--- config.mk ---
export PLATFORM = sky130hd
export DESIGN_NAME = rc4_key_search_core
export DESIGN_NICKNAME = d
export VERILOG_FILES = /design/src/rtl/rc4_key_search_core.sv
export SDC_FILE = /design/constraint.sdc
export NUM_CORES = 1
export LEC_CHECK = 0
export CAP_MARGIN = 20
export CORE_MARGIN = 10
export CORE_UTILIZATION = 56
export DETAILED_ROUTE_END_ITERATION = 8
export PLACE_DENSITY = 0.9
export SLEW_MARGIN = 0
export SYNTH_ARGS = -nofsm -noshare
export SYNTH_HDL_FRONTEND = slang
export SYNTH_SLANG_ARGS = --single-unit
--- constraint.sdc ---
create_clock -name clk -period 5.05 [get_ports clk]
set_input_delay 0.7575 -clock clk [delete_from_list [all_inputs] [get_ports clk]]
set_output_delay 0.7575 -clock clk [all_outputs]
set_load 0.005 [all_outputs]
--- src/rtl/rc4_key_search_core.sv ---
// rc4_key_search_core: brute-force RC4 key search engine.
// For each candidate key (key_base, key_base+KEY_STRIDE, ... up to key_limit)
// it runs the KSA, decrypts the encrypted ROM into the decrypted RAM with the
// PRGA, and accepts the key when every byte is lowercase a-z or space.
// All memories are synchronous: a read costs one wait state between driving
// the address and consuming the data.
// Optional build macro RC4_EARLY_ABORT_EN: abandon a candidate at its first
// non-plaintext byte instead of decrypting the whole message.
module rc4_key_search_core #(
    parameter int KEY_BYTES  = 3,
    parameter int MSG_LEN    = 32,
    parameter int KEY_STRIDE = 1,
    localparam int KEY_BITS  = 8 * KEY_BYTES
) (
    input  logic                clk,
    input  logic                reset,
    input  logic                start,
    input  logic [KEY_BITS-1:0] key_base,
    input  logic [KEY_BITS-1:0] key_limit,
    output logic [7:0]          s_addr,
    output logic [7:0]          s_wdata,
    output logic                s_wren,
    input  logic [7:0]          s_rdata,
    output logic [7:0]          e_addr,
    input  logic [7:0]          e_rdata,
    output logic [7:0]          d_addr,
    output logic [7:0]          d_wdata,
    output logic                d_wren,
    output logic [KEY_BITS-1:0] secret_key,
    output logic                busy,
    output logic                found,
    output logic                not_found
);

    typedef enum logic [4:0] {
        ST_IDLE, ST_INIT,
        ST_K_RI, ST_K_WI, ST_K_GI, ST_K_WJ, ST_K_GJ, ST_K_SW,
        ST_P_RI, ST_P_WI, ST_P_GI, ST_P_WJ, ST_P_GJ, ST_P_SW,
        ST_P_RF, ST_P_WF, ST_P_GF,
        ST_CHECK, ST_NEXT, ST_FOUND, ST_EXHAUSTED
    } state_t;

    state_t              state_q;
    logic [7:0]          i_q, j_q, k_q, kidx_q, si_q, sj_q;
    logic [KEY_BITS-1:0] key_q, lim_q;
    logic                ok_q;
    logic [7:0]          s_addr_q, s_wdata_q, e_addr_q, d_addr_q, d_wdata_q;
    logic                s_wren_q, d_wren_q, busy_q, found_q, nf_q;

    logic [7:0]          kbyte_d, j_ksa_d, j_prga_d, dbyte_d;
    logic                byte_ok_d;
    logic [KEY_BITS:0]   next_key_d;

    function automatic logic is_plain(input logic [7:0] b);
        return (b == 8'h20) || ((b >= 8'h61) && (b <= 8'h7A));
    endfunction

    // Key byte for the current KSA index (byte 0 is the most significant).
    always_comb begin
        kbyte_d = 8'h00;
        for (int n = 0; n < KEY_BYTES; n++) begin
            if (kidx_q == 8'(n)) kbyte_d = key_q[KEY_BITS-1-8*n -: 8];
        end
    end

    // Datapath helpers: j updates, decrypted byte, next candidate with carry bit.
    always_comb begin
        j_ksa_d    = j_q + s_rdata + kbyte_d;
        j_prga_d   = j_q + s_rdata;
        dbyte_d    = s_rdata ^ e_rdata;
        byte_ok_d  = is_plain(dbyte_d);
        next_key_d = {1'b0, key_q} + (KEY_BITS+1)'(KEY_STRIDE);
    end

    // Search FSM with registered memory ports and status outputs.
    always_ff @(posedge clk) begin
        if (reset) begin
            state_q   <= ST_IDLE;
            i_q       <= 8'h00;
            j_q       <= 8'h00;
            k_q       <= 8'h00;
            kidx_q    <= 8'h00;
            si_q      <= 8'h00;
            sj_q      <= 8'h00;
            key_q     <= '0;
            lim_q     <= '0;
            ok_q      <= 1'b0;
            s_addr_q  <= 8'h00;
            s_wdata_q <= 8'h00;
            s_wren_q  <= 1'b0;
            e_addr_q  <= 8'h00;
            d_addr_q  <= 8'h00;
            d_wdata_q <= 8'h00;
            d_wren_q  <= 1'b0;
            busy_q    <= 1'b0;
            found_q   <= 1'b0;
            nf_q      <= 1'b0;
        end else begin
            s_wren_q <= 1'b0;
            d_wren_q <= 1'b0;
            case (state_q)
                ST_IDLE: begin
                    if (start) begin
                        key_q <= key_base;
                        lim_q <= key_limit;
                        i_q   <= 8'h00;
                        ok_q  <= 1'b1;
                        if (key_base > key_limit) begin
                            nf_q    <= 1'b1;
                            state_q <= ST_EXHAUSTED;
                        end else begin
                            busy_q  <= 1'b1;
                            state_q <= ST_INIT;
                        end
                    end
                end
                ST_INIT: begin
                    s_addr_q  <= i_q;
                    s_wdata_q <= i_q;
                    s_wren_q  <= 1'b1;
                    i_q       <= i_q + 8'd1;
                    if (i_q == 8'hFF) begin
                        j_q     <= 8'h00;
                        kidx_q  <= 8'h00;
                        state_q <= ST_K_RI;
                    end
                end
                ST_K_RI: begin
                    s_addr_q <= i_q;
                    state_q  <= ST_K_WI;
                end
                ST_K_WI: state_q <= ST_K_GI;
                ST_K_GI: begin
                    si_q     <= s_rdata;
                    j_q      <= j_ksa_d;
                    s_addr_q <= j_ksa_d;
                    state_q  <= ST_K_WJ;
                end
                ST_K_WJ: state_q <= ST_K_GJ;
                ST_K_GJ: begin
                    s_addr_q  <= i_q;
                    s_wdata_q <= s_rdata;
                    s_wren_q  <= 1'b1;
                    state_q   <= ST_K_SW;
                end
                ST_K_SW: begin
                    s_addr_q  <= j_q;
                    s_wdata_q <= si_q;
                    s_wren_q  <= 1'b1;
                    i_q       <= i_q + 8'd1;
                    kidx_q    <= (kidx_q == 8'(KEY_BYTES-1)) ? 8'h00 : kidx_q + 8'd1;
                    if (i_q == 8'hFF) begin
                        j_q     <= 8'h00;
                        k_q     <= 8'h00;
                        state_q <= ST_P_RI;
                    end else begin
                        state_q <= ST_K_RI;
                    end
                end
                ST_P_RI: begin
                    i_q      <= i_q + 8'd1;
                    s_addr_q <= i_q + 8'd1;
                    state_q  <= ST_P_WI;
                end
                ST_P_WI: state_q <= ST_P_GI;
                ST_P_GI: begin
                    si_q     <= s_rdata;
                    j_q      <= j_prga_d;
                    s_addr_q <= j_prga_d;
                    state_q  <= ST_P_WJ;
                end
                ST_P_WJ: state_q <= ST_P_GJ;
                ST_P_GJ: begin
                    sj_q      <= s_rdata;
                    s_addr_q  <= i_q;
                    s_wdata_q <= s_rdata;
                    s_wren_q  <= 1'b1;
                    state_q   <= ST_P_SW;
                end
                ST_P_SW: begin
                    s_addr_q  <= j_q;
                    s_wdata_q <= si_q;
                    s_wren_q  <= 1'b1;
                    state_q   <= ST_P_RF;
                end
                ST_P_RF: begin
                    // Swap only exchanges values, so si+sj still indexes f.
                    s_addr_q <= si_q + sj_q;
                    e_addr_q <= k_q;
                    state_q  <= ST_P_WF;
                end
                ST_P_WF: state_q <= ST_P_GF;
                ST_P_GF: begin
                    d_addr_q  <= k_q;
                    d_wdata_q <= dbyte_d;
                    d_wren_q  <= 1'b1;
                    k_q       <= k_q + 8'd1;
                    if (!byte_ok_d) ok_q <= 1'b0;
`ifdef RC4_EARLY_ABORT_EN
                    if (!byte_ok_d)                     state_q <= ST_NEXT;
                    else if (k_q == 8'(MSG_LEN-1))      state_q <= ST_CHECK;
                    else                                state_q <= ST_P_RI;
`else
                    if (k_q == 8'(MSG_LEN-1))           state_q <= ST_CHECK;
                    else                                state_q <= ST_P_RI;
`endif
                end
                ST_CHECK: begin
                    if (ok_q) begin
                        found_q <= 1'b1;
                        busy_q  <= 1'b0;
                        state_q <= ST_FOUND;
                    end else begin
                        state_q <= ST_NEXT;
                    end
                end
                ST_NEXT: begin
                    // Carry out of the key width counts as past the limit.
                    if (next_key_d[KEY_BITS] || (next_key_d[KEY_BITS-1:0] > lim_q)) begin
                        nf_q    <= 1'b1;
                        busy_q  <= 1'b0;
                        state_q <= ST_EXHAUSTED;
                    end else begin
                        key_q   <= next_key_d[KEY_BITS-1:0];
                        i_q     <= 8'h00;
                        ok_q    <= 1'b1;
                        state_q <= ST_INIT;
                    end
                end
                ST_FOUND:     state_q <= ST_FOUND;
                ST_EXHAUSTED: state_q <= ST_EXHAUSTED;
                default:      state_q <= ST_IDLE;
            endcase
        end
    end

    assign s_addr     = s_addr_q;
    assign s_wdata    = s_wdata_q;
    assign s_wren     = s_wren_q;
    assign e_addr     = e_addr_q;
    assign d_addr     = d_addr_q;
    assign d_wdata    = d_wdata_q;
    assign d_wren     = d_wren_q;
    assign secret_key = key_q;
    assign busy       = busy_q;
    assign found      = found_q;
    assign not_found  = nf_q;

endmodule

; Yosys cells after proc, flatten, opt, wreduce, memory -nomap -nowiden
; Index checks and enable logic that the tools add are counted.
[totals]
reg_bits = 147
inputBits = 67
out_inout_bits = 69
word_cells = 138
[op_classes]
n_addsub = 7
n_lt_le_gt_ge = 4
eq_ne = 35
mux = 39
bitwise = 1
reduce_logical = 32
[op_table]
columns = op, count
row1 = $pmux 5 s21, 1
row2 = $pmux 8 s3, 3
row3 = $mux 8, 7
row4 = $gt 24x24->1, 2
row5 = $mux 24, 2
row6 = $pmux 24 s2, 1
row7 = $pmux 8 s6, 1
row8 = $eq 5x4->1 const B, 8
row9 = $pmux 8 s2, 2
row10 = $add 24x1->25 const B, 1
row11 = $eq 5x5->1 const B, 5
row12 = $mux 5, 5
row13 = $add 8x1->8 const B, 3
row14 = $add 8x8->8, 3
row15 = $eq 5x3->1 const B, 4
row16 = $ne 2x2->1 const B, 9
row17 = $reduce_bool 3->1, 5
row18 = $mux 1, 13
row19 = $reduce_and 2->1, 6
row20 = $eq 5x2->1 const B, 2
row21 = $eq 8x1->1 const B, 1
row22 = $eq 8x2->1 const B, 1
row23 = $eq 8x5->1 const B, 1
row24 = $eq 8x6->1 const B, 1
row25 = 22 further kinds, 31

; Longest topological paths before layout
; Gate-level depths: netlist (run 1).
[depth]
word_depth = 6
mapped_depth = 16
ltp_nobuf = 14

; Worst setup path before layout (run 1)
; No wires, ideal clock.
[synth_timing]
path_type = register to register
from = register key_q[2], in the netlist secret_key[2]
to = register key_q[10], in the netlist secret_key[10]
setup_time_ns = 0.135
arrival_ns = 3.498
t_required_ns = 4.915
path_slack_ns = 1.417
stages_incl_launch_ff = 15
n_path_buf = 2
synth_period_minus_slack_ns = 3.633
cell_sequence = dfxtp_1 > buf_2 > nand3_4 > or4_4 > nor3_4 > nand3_2 > xnor2_2 > ha_1 > nand4_1 > or4_1 > nor3_2 > a21oi_1 > clkbuf_1 > o2111ai_1 > o41ai_2
[synth_between]
elab_chain_cells = 5
elab_cells_between_ends = 7
classes_between = add/sub: 1 / order compare: 1 / eq/ne: 1 / mux: 2 / reduce/logical: 2
[synth_lines]
columns = item, line
row1 = start: declaration, 45  ; logic [KEY_BITS-1:0] key_q, lim_q;
row2 = start signal: assignment, 104  ; key_q <= key_base;
row3 = start signal: assignment, 224  ; key_q <= next_key_d[KEY_BITS-1:0];
row4 = $add 24x1->25 (*), 72  ; next_key_d = {1'b0, key_q} + (KEY_BITS+1)'(KEY_STRIDE);
row5 = $gt 24x24->1, 219  ; if (next_key_d[KEY_BITS] || (next_key_d[KEY_BITS-1:0] > lim_q)) begin
row6 = $logic_or 1x1->1, 219
row7 = $ne 2x2->1 (no source line), n/a
row8 = $reduce_and 3->1 (no source line), n/a
; Every way passes the cells marked *; elsewhere a longest branch is shown, timed or not. The select of a mux whose other input is x is not followed.
; A chain may end at the register's enable or synchronous reset.

; Final worst setup path (run 1)
[layout_timing]
from = register key_q[2], in the netlist secret_key[2]
to = register key_q[2], in the netlist secret_key[2]
; The elaborated chain is that of the path after synthesis.

==> results.toml, run 1 <==
[sta]
fin_setup_tns_ns = 0
rsz0062_at_grt = "false"
tightest_slew_ns = 1.10
clock.fmax_ghz = 0.231
clock_skew_ns = 0.0136
setup_slack_ns = 0.722
final.min_clock_period_ns = 4.33
setup_viol = 0
drv_slew = 0
max-slew-margin-rel_pct = 25.1
hold_viol_final = 0
fin_crit_sh_pct = 85.7
whs_ns = 0.455

[clocking]
clk_pin_slew_worst_paths_ns = 0.07
clk_latency_ns = 0.44
holdBufCountCts = 0
cts_tree = "yes"
root_buffer = "clkbuf_16"
clockBufferDepth = 2
cts_buffers = 17
cts_max_level = 4
cts.repair.resized = 0
cts_sinks = 147
post_cts_buffers = 0

[place]
hpwl_microns = 22300
port_buffers = 135
preCtsSetupSlack_ns = 0.815
gp_congestion = 0.960
placed_cell_area_sq_um = 11100
dp_cells = 1531

[cells_and_area]
design_area_sq_um = 11600
final_cell_mix = "162 x nand2_1, 147 x dfxtp_1, 135 x a21oi_1"
layout-drive-gt1-share_pct = 6.47
final_core_util_pct = 69.3
final_nets = 1477
num_antenna_cells = 0
instances_no_fill = 1564
final_common_cell = "nand2_1"
syn_to_final_growth_pct = 20.2

[die]
die_area_sq_um = 22900
fp.dieH_microns = 151
initial_utilization_pct = 57.7
core_sq_um = 16800
fp.dieW_microns = 151
rows = 47
ios = 136

[detailed_routing]
route.detailed.drc = 0
wl_per_cell_microns = 19.6
drt-pass1-iter-count = 7
viasPerCell = 6.39
vias = 9997
first_iter_violations = 1178
ant_nets = 0
drt_wl_total_microns = 30600

[critical_path]
cp_max_fo = 9
reg2reg_from = "secret_key[2]"
worst_ep_required_time_ns = 5.34
crit_path_end_kind = "flip-flop"
ff2ff_setup_slack_ns = 0.72
cp.arrival_ns = 4.62
reg2reg_to = "secret_key[2]"
crit_type = "reg2reg"
r2r_cells = 12
start_kind = "flip-flop"
crit_path_start = "secret_key[2]"

[yosys]
yosys_most_used_dff = "dfxtp_1"
syn_area_sq_um = 9670
synthAdderAreaFrac_pct = 10.5
synthCells = 1234
yosys.area_share.simple_pct = 23.2
synth_edf_count = 0
synth_top_family_by_area = "simple AND/OR/NAND/NOR gates"
synth-seq-area-share_pct = 30.4
ys.warnings.count = 0
synth-compound-area-share_pct = 23.1
syn_area_per_cell_sq_um = 7.83
async_flop_share_pct = 0
muxShareOfSynthArea_pct = 1.67
synthDistinctLibCells = 82
synth_xor_xnor_area_share_pct = 5.60
syn_nets = 1380
ys_ff_latch = 147

[power]
power_density_nw_per_um2 = 464
leakage_nw = 4.48
vdd_drop_max_mv = 0.335
total_power_mw = 5.38

[global_route]
grt_usage_pct = 26.1
grt_overflow = 0
grt_pass1_wl_microns = 48500
grt_max_degree = 67
grt_antenna_before_repair = 0
grt_pass1_vias = 9286

[min_path]
hold_path.class = "reg2reg"
worstHoldStart = "e_addr[5]"
hold_depth = 2
worstHoldEndpoint = "e_addr[5]"

[run]
drv_cap = 0

[outcome]
status = "complete, no violations"
-- critical path: stages, from the launching register on --
cell	delay, ns
dfxtp_1	0.57
nand3_4	0.19
or4_4	0.55
nor3_4	0.32
nand2_1	0.13
xnor2_1	0.16
ha_1	0.34
nand4_2	0.17
nor4_1	0.35
o31ai_1	0.18
a211oi_1	0.79
nand2b_1	0.33
o32ai_1	0.12
-- metal layers --
layer  global-route usage (%)  wire length (microns)  vias to the layer above  part of all wire, %
met3                     4.98                   2870                      128                  9.4
li1                         -                      -                     4639                    -
met1                     33.0                  12200                     4655                   40
met4                     10.6                   1140                        0                  3.7
met5                        0                      0                        -                    0
met2                     42.8                  14400                      575                   47
-- power by group --
group          switching (mW)  leakage [nW]  total [mW]  internal [mW]
combinational            1.47          3.02        2.47          0.995
sequential              0.329          1.19        1.71           1.38
clock                   0.555         0.270        1.21          0.655
-- cells by family (layout without fill, tap and decap cells) --
kind of cell             after synthesis  after routing
adder cells (fa/ha/maj)               79             79
buffers and inverters                129            239
XOR/XNOR                              61             61
AND/OR/NAND/NOR                      454            454
multiplexers                          16             16
AO/OA/AOI/OAI                        348            348
flip-flops                           147            147
-- final cells by class --
cell class / count / area, sq um
Clock buffer: 18 / 439
Tap cell: 220 / 275
Inverter: 63 / 236
Multi-Input combinational cell: 958 / 6190
Sequential cell: 147 / 2940
Clock inverter: 14 / 115
Timing Repair Buffer: 144 / 1410
Fill cell: 1342 / 5140
-- Yosys cell counts, types with 4 or more instances --
library cell,n,area (sq um)
nor2_1,111,417
or3_1,6,37.5
nand2b_1,5,31.3
and3_1,16,100
a211oi_1,28,210
o41ai_1,9,78.8
a31oi_1,10,62.6
nor3_1,30,150
o2111ai_1,12,105
o31ai_1,16,120
nand3_1,35,175
nand3b_1,5,37.5
buf_2,17,85.1
nand2_1,162,608
o21ba_2,4,40.0
ha_1,76,951
nor2b_1,14,87.6
a21o_1,11,82.6
and2_1,4,25.0
o21ai_0,61,305
mux2i_1,15,150
o211ai_1,12,90.1
a21oi_1,135,676
nor3_2,4,40.0
dfxtp_1,147,2940
a221oi_1,7,61.3
a22oi_1,11,82.6
nor4_1,6,37.5
nand4_1,22,138
xnor2_1,32,280
clkbuf_1,41,154
inv_1,63,236
xor2_1,28,245
or2_2,5,31.3
-- how the worst max path moves through the flow --
stage	end	cells after the start
after global routing	secret_key[15]	12
final	secret_key[2]	12
after global placement	s_addr[7]	14
after CTS	secret_key[2]	12
after detailed placement	s_addr[7]	14
after floorplan	secret_key[10]	14
Note: power is estimated with default switching activity, not from simulation.
==> inputs of run 2 (changes only) <==
GPL_ROUTABILITY_DRIVEN = 0   (was not set)
MAX_ROUTING_LAYER = met4   (was not set)
==> run 2 against run 1 <==
Compared with the run above: setup slack got worse by 0.28 ns; sequential power about the same; register-to-register slack got worse by 0.28 ns; critical path type unchanged; non-clock buffer count unchanged; first-iteration DRC count increased by 1.7%; highest routed layer unchanged.
==> results.toml, run 2 (synthesis gave the netlist of run 1 again) <==
[global_route]
grt_antenna_before_repair = 0
grt_overflow = 0
grt_usage_pct = 27.0
grt_pass1_vias = 9351
grt_max_degree = 69
grt_pass1_wl_microns = 48600

[clocking]
cts_sinks = 147
cts_max_level = 4
cts.repair.resized = 0
clockBufferDepth = 2
cts_tree = "yes"
cts_buffers = 17
clk_latency_ns = 0.43
post_cts_buffers = 0
clk_pin_slew_worst_paths_ns = 0.06
holdBufCountCts = 0
root_buffer = "clkbuf_16"

[power]
leakage_nw = 4.51
vdd_drop_max_mv = 0.377
power_density_nw_per_um2 = 473

[cells_and_area]
final_cell_mix = "162 x nand2_1, 147 x dfxtp_1, 135 x a21oi_1"
final_common_cell = "nand2_1"
design_area_sq_um = 11700
syn_to_final_growth_pct = 20.7
final_nets = 1477
layout-drive-gt1-share_pct = 6.25
num_antenna_cells = 0

[place]
hpwl_microns = 22300
placed_cell_area_sq_um = 11100
port_buffers = 135

[die]
fp.dieW_microns = 151
fp.dieH_microns = 151
core_sq_um = 16800
ios = 136
die_area_sq_um = 22900
rows = 47
initial_utilization_pct = 57.7

[sta]
setup_viol = 0
clock_skew_ns = 0.0115
fin_setup_tns_ns = 0
tightest_slew_ns = 1.18
hold_viol_final = 0
fin_crit_sh_pct = 91.2
clock.fmax_ghz = 0.217
final.min_clock_period_ns = 4.61
whs_ns = 0.452
rsz0062_at_grt = "false"
drv_slew = 0
max-slew-margin-rel_pct = 19.2

[detailed_routing]
first_iter_violations = 1198
drt-pass1-iter-count = 8
ant_nets = 0
vias = 10000
wl_per_cell_microns = 19.9
route.detailed.drc = 0
viasPerCell = 6.40
drt_wl_total_microns = 31000

[critical_path]
start_kind = "flip-flop"
crit_path_end_kind = "flip-flop"
worst_ep_required_time_ns = 5.37
cp_max_fo = 8
crit_type = "reg2reg"
cp.arrival_ns = 4.93

[run]
drv_cap = 0

[min_path]
hold_path.class = "reg2reg"

[outcome]
status = "complete, no violations"
==> run 2: cell types whose count changed in the layout (fill, tap and decap cells not counted), sizes merged <==
cell,change
inv,-6
bufinv,+3
clkbuf,+3
clkinv,+1
clkinvlp,-1
==> run 2: area by class of cell <==
| type | instances | area [sq um] |
|---|---|---|
| Tap cell | 220 | 275 |
| Timing Repair Buffer | 144 | 1420 |
| Clock buffer | 21 | 460 |
| Multi-Input combinational cell | 958 | 6190 |
| Clock inverter | 11 | 150 |
| Inverter | 63 | 236 |
| Fill cell | 1322 | 5090 |
| Sequential cell | 147 | 2940 |
==> run 2: layer usage <==
layer	GRT usage, %	routed length [microns]	vias to the layer above
met5	-	0	-
met4	11.7	1170	0
met3	5.37	3030	125
met2	42.1	14600	578
met1	33.4	12200	4667
li1	-	-	4635
==> run 2: power by group <==
part	switching [mW]	internal, mW
sequential	0.333	1.38
clock	0.527	0.806
combinational	1.48	0.997
total	2.34	3.18
==> run 2: through the flow <==
step | setup WS (ns) | power [mW] | utilization, % | instances
final | 0.442 | 5.52 | 69.6 | 1564
after global placement | 0.912 | 4.01 | 66.0 | 1532
after global routing | 0.348 | 5.82 | 69.6 | 1564
after CTS | 0.682 | 5.44 | 69.6 | 1564
after floorplan | 1.42 | 3.29 | - | 1234
after detailed placement | 0.767 | 4.10 | 66.0 | 1532
==> run 2: worst paths after layout <==
check | from | to | slack (ns) | cells past startpoint
worst max register to register | secret_key[7] | secret_key[9] | 0.44 | 12
worst min-delay path | d_addr[4] | d_addr[4] | 0.45 | 2
worst max-delay path | secret_key[7] | secret_key[9] | 0.44 | 12
worst min register to register | d_addr[4] | d_addr[4] | 0.45 | 2
==> run 2: critical path, stage by stage (launching register included) <==
cell      delay, ns
dfxtp_1        0.55
nand3_1        0.28
or4_4          0.51
nor3_4         0.34
nand2_1        0.11
xnor2_1        0.16
ha_1           0.36
nand4_2        0.18
nor4_1         0.48
o31ai_1        0.23
a211oi_1       0.77
o311ai_0       0.35
o31ai_1        0.17
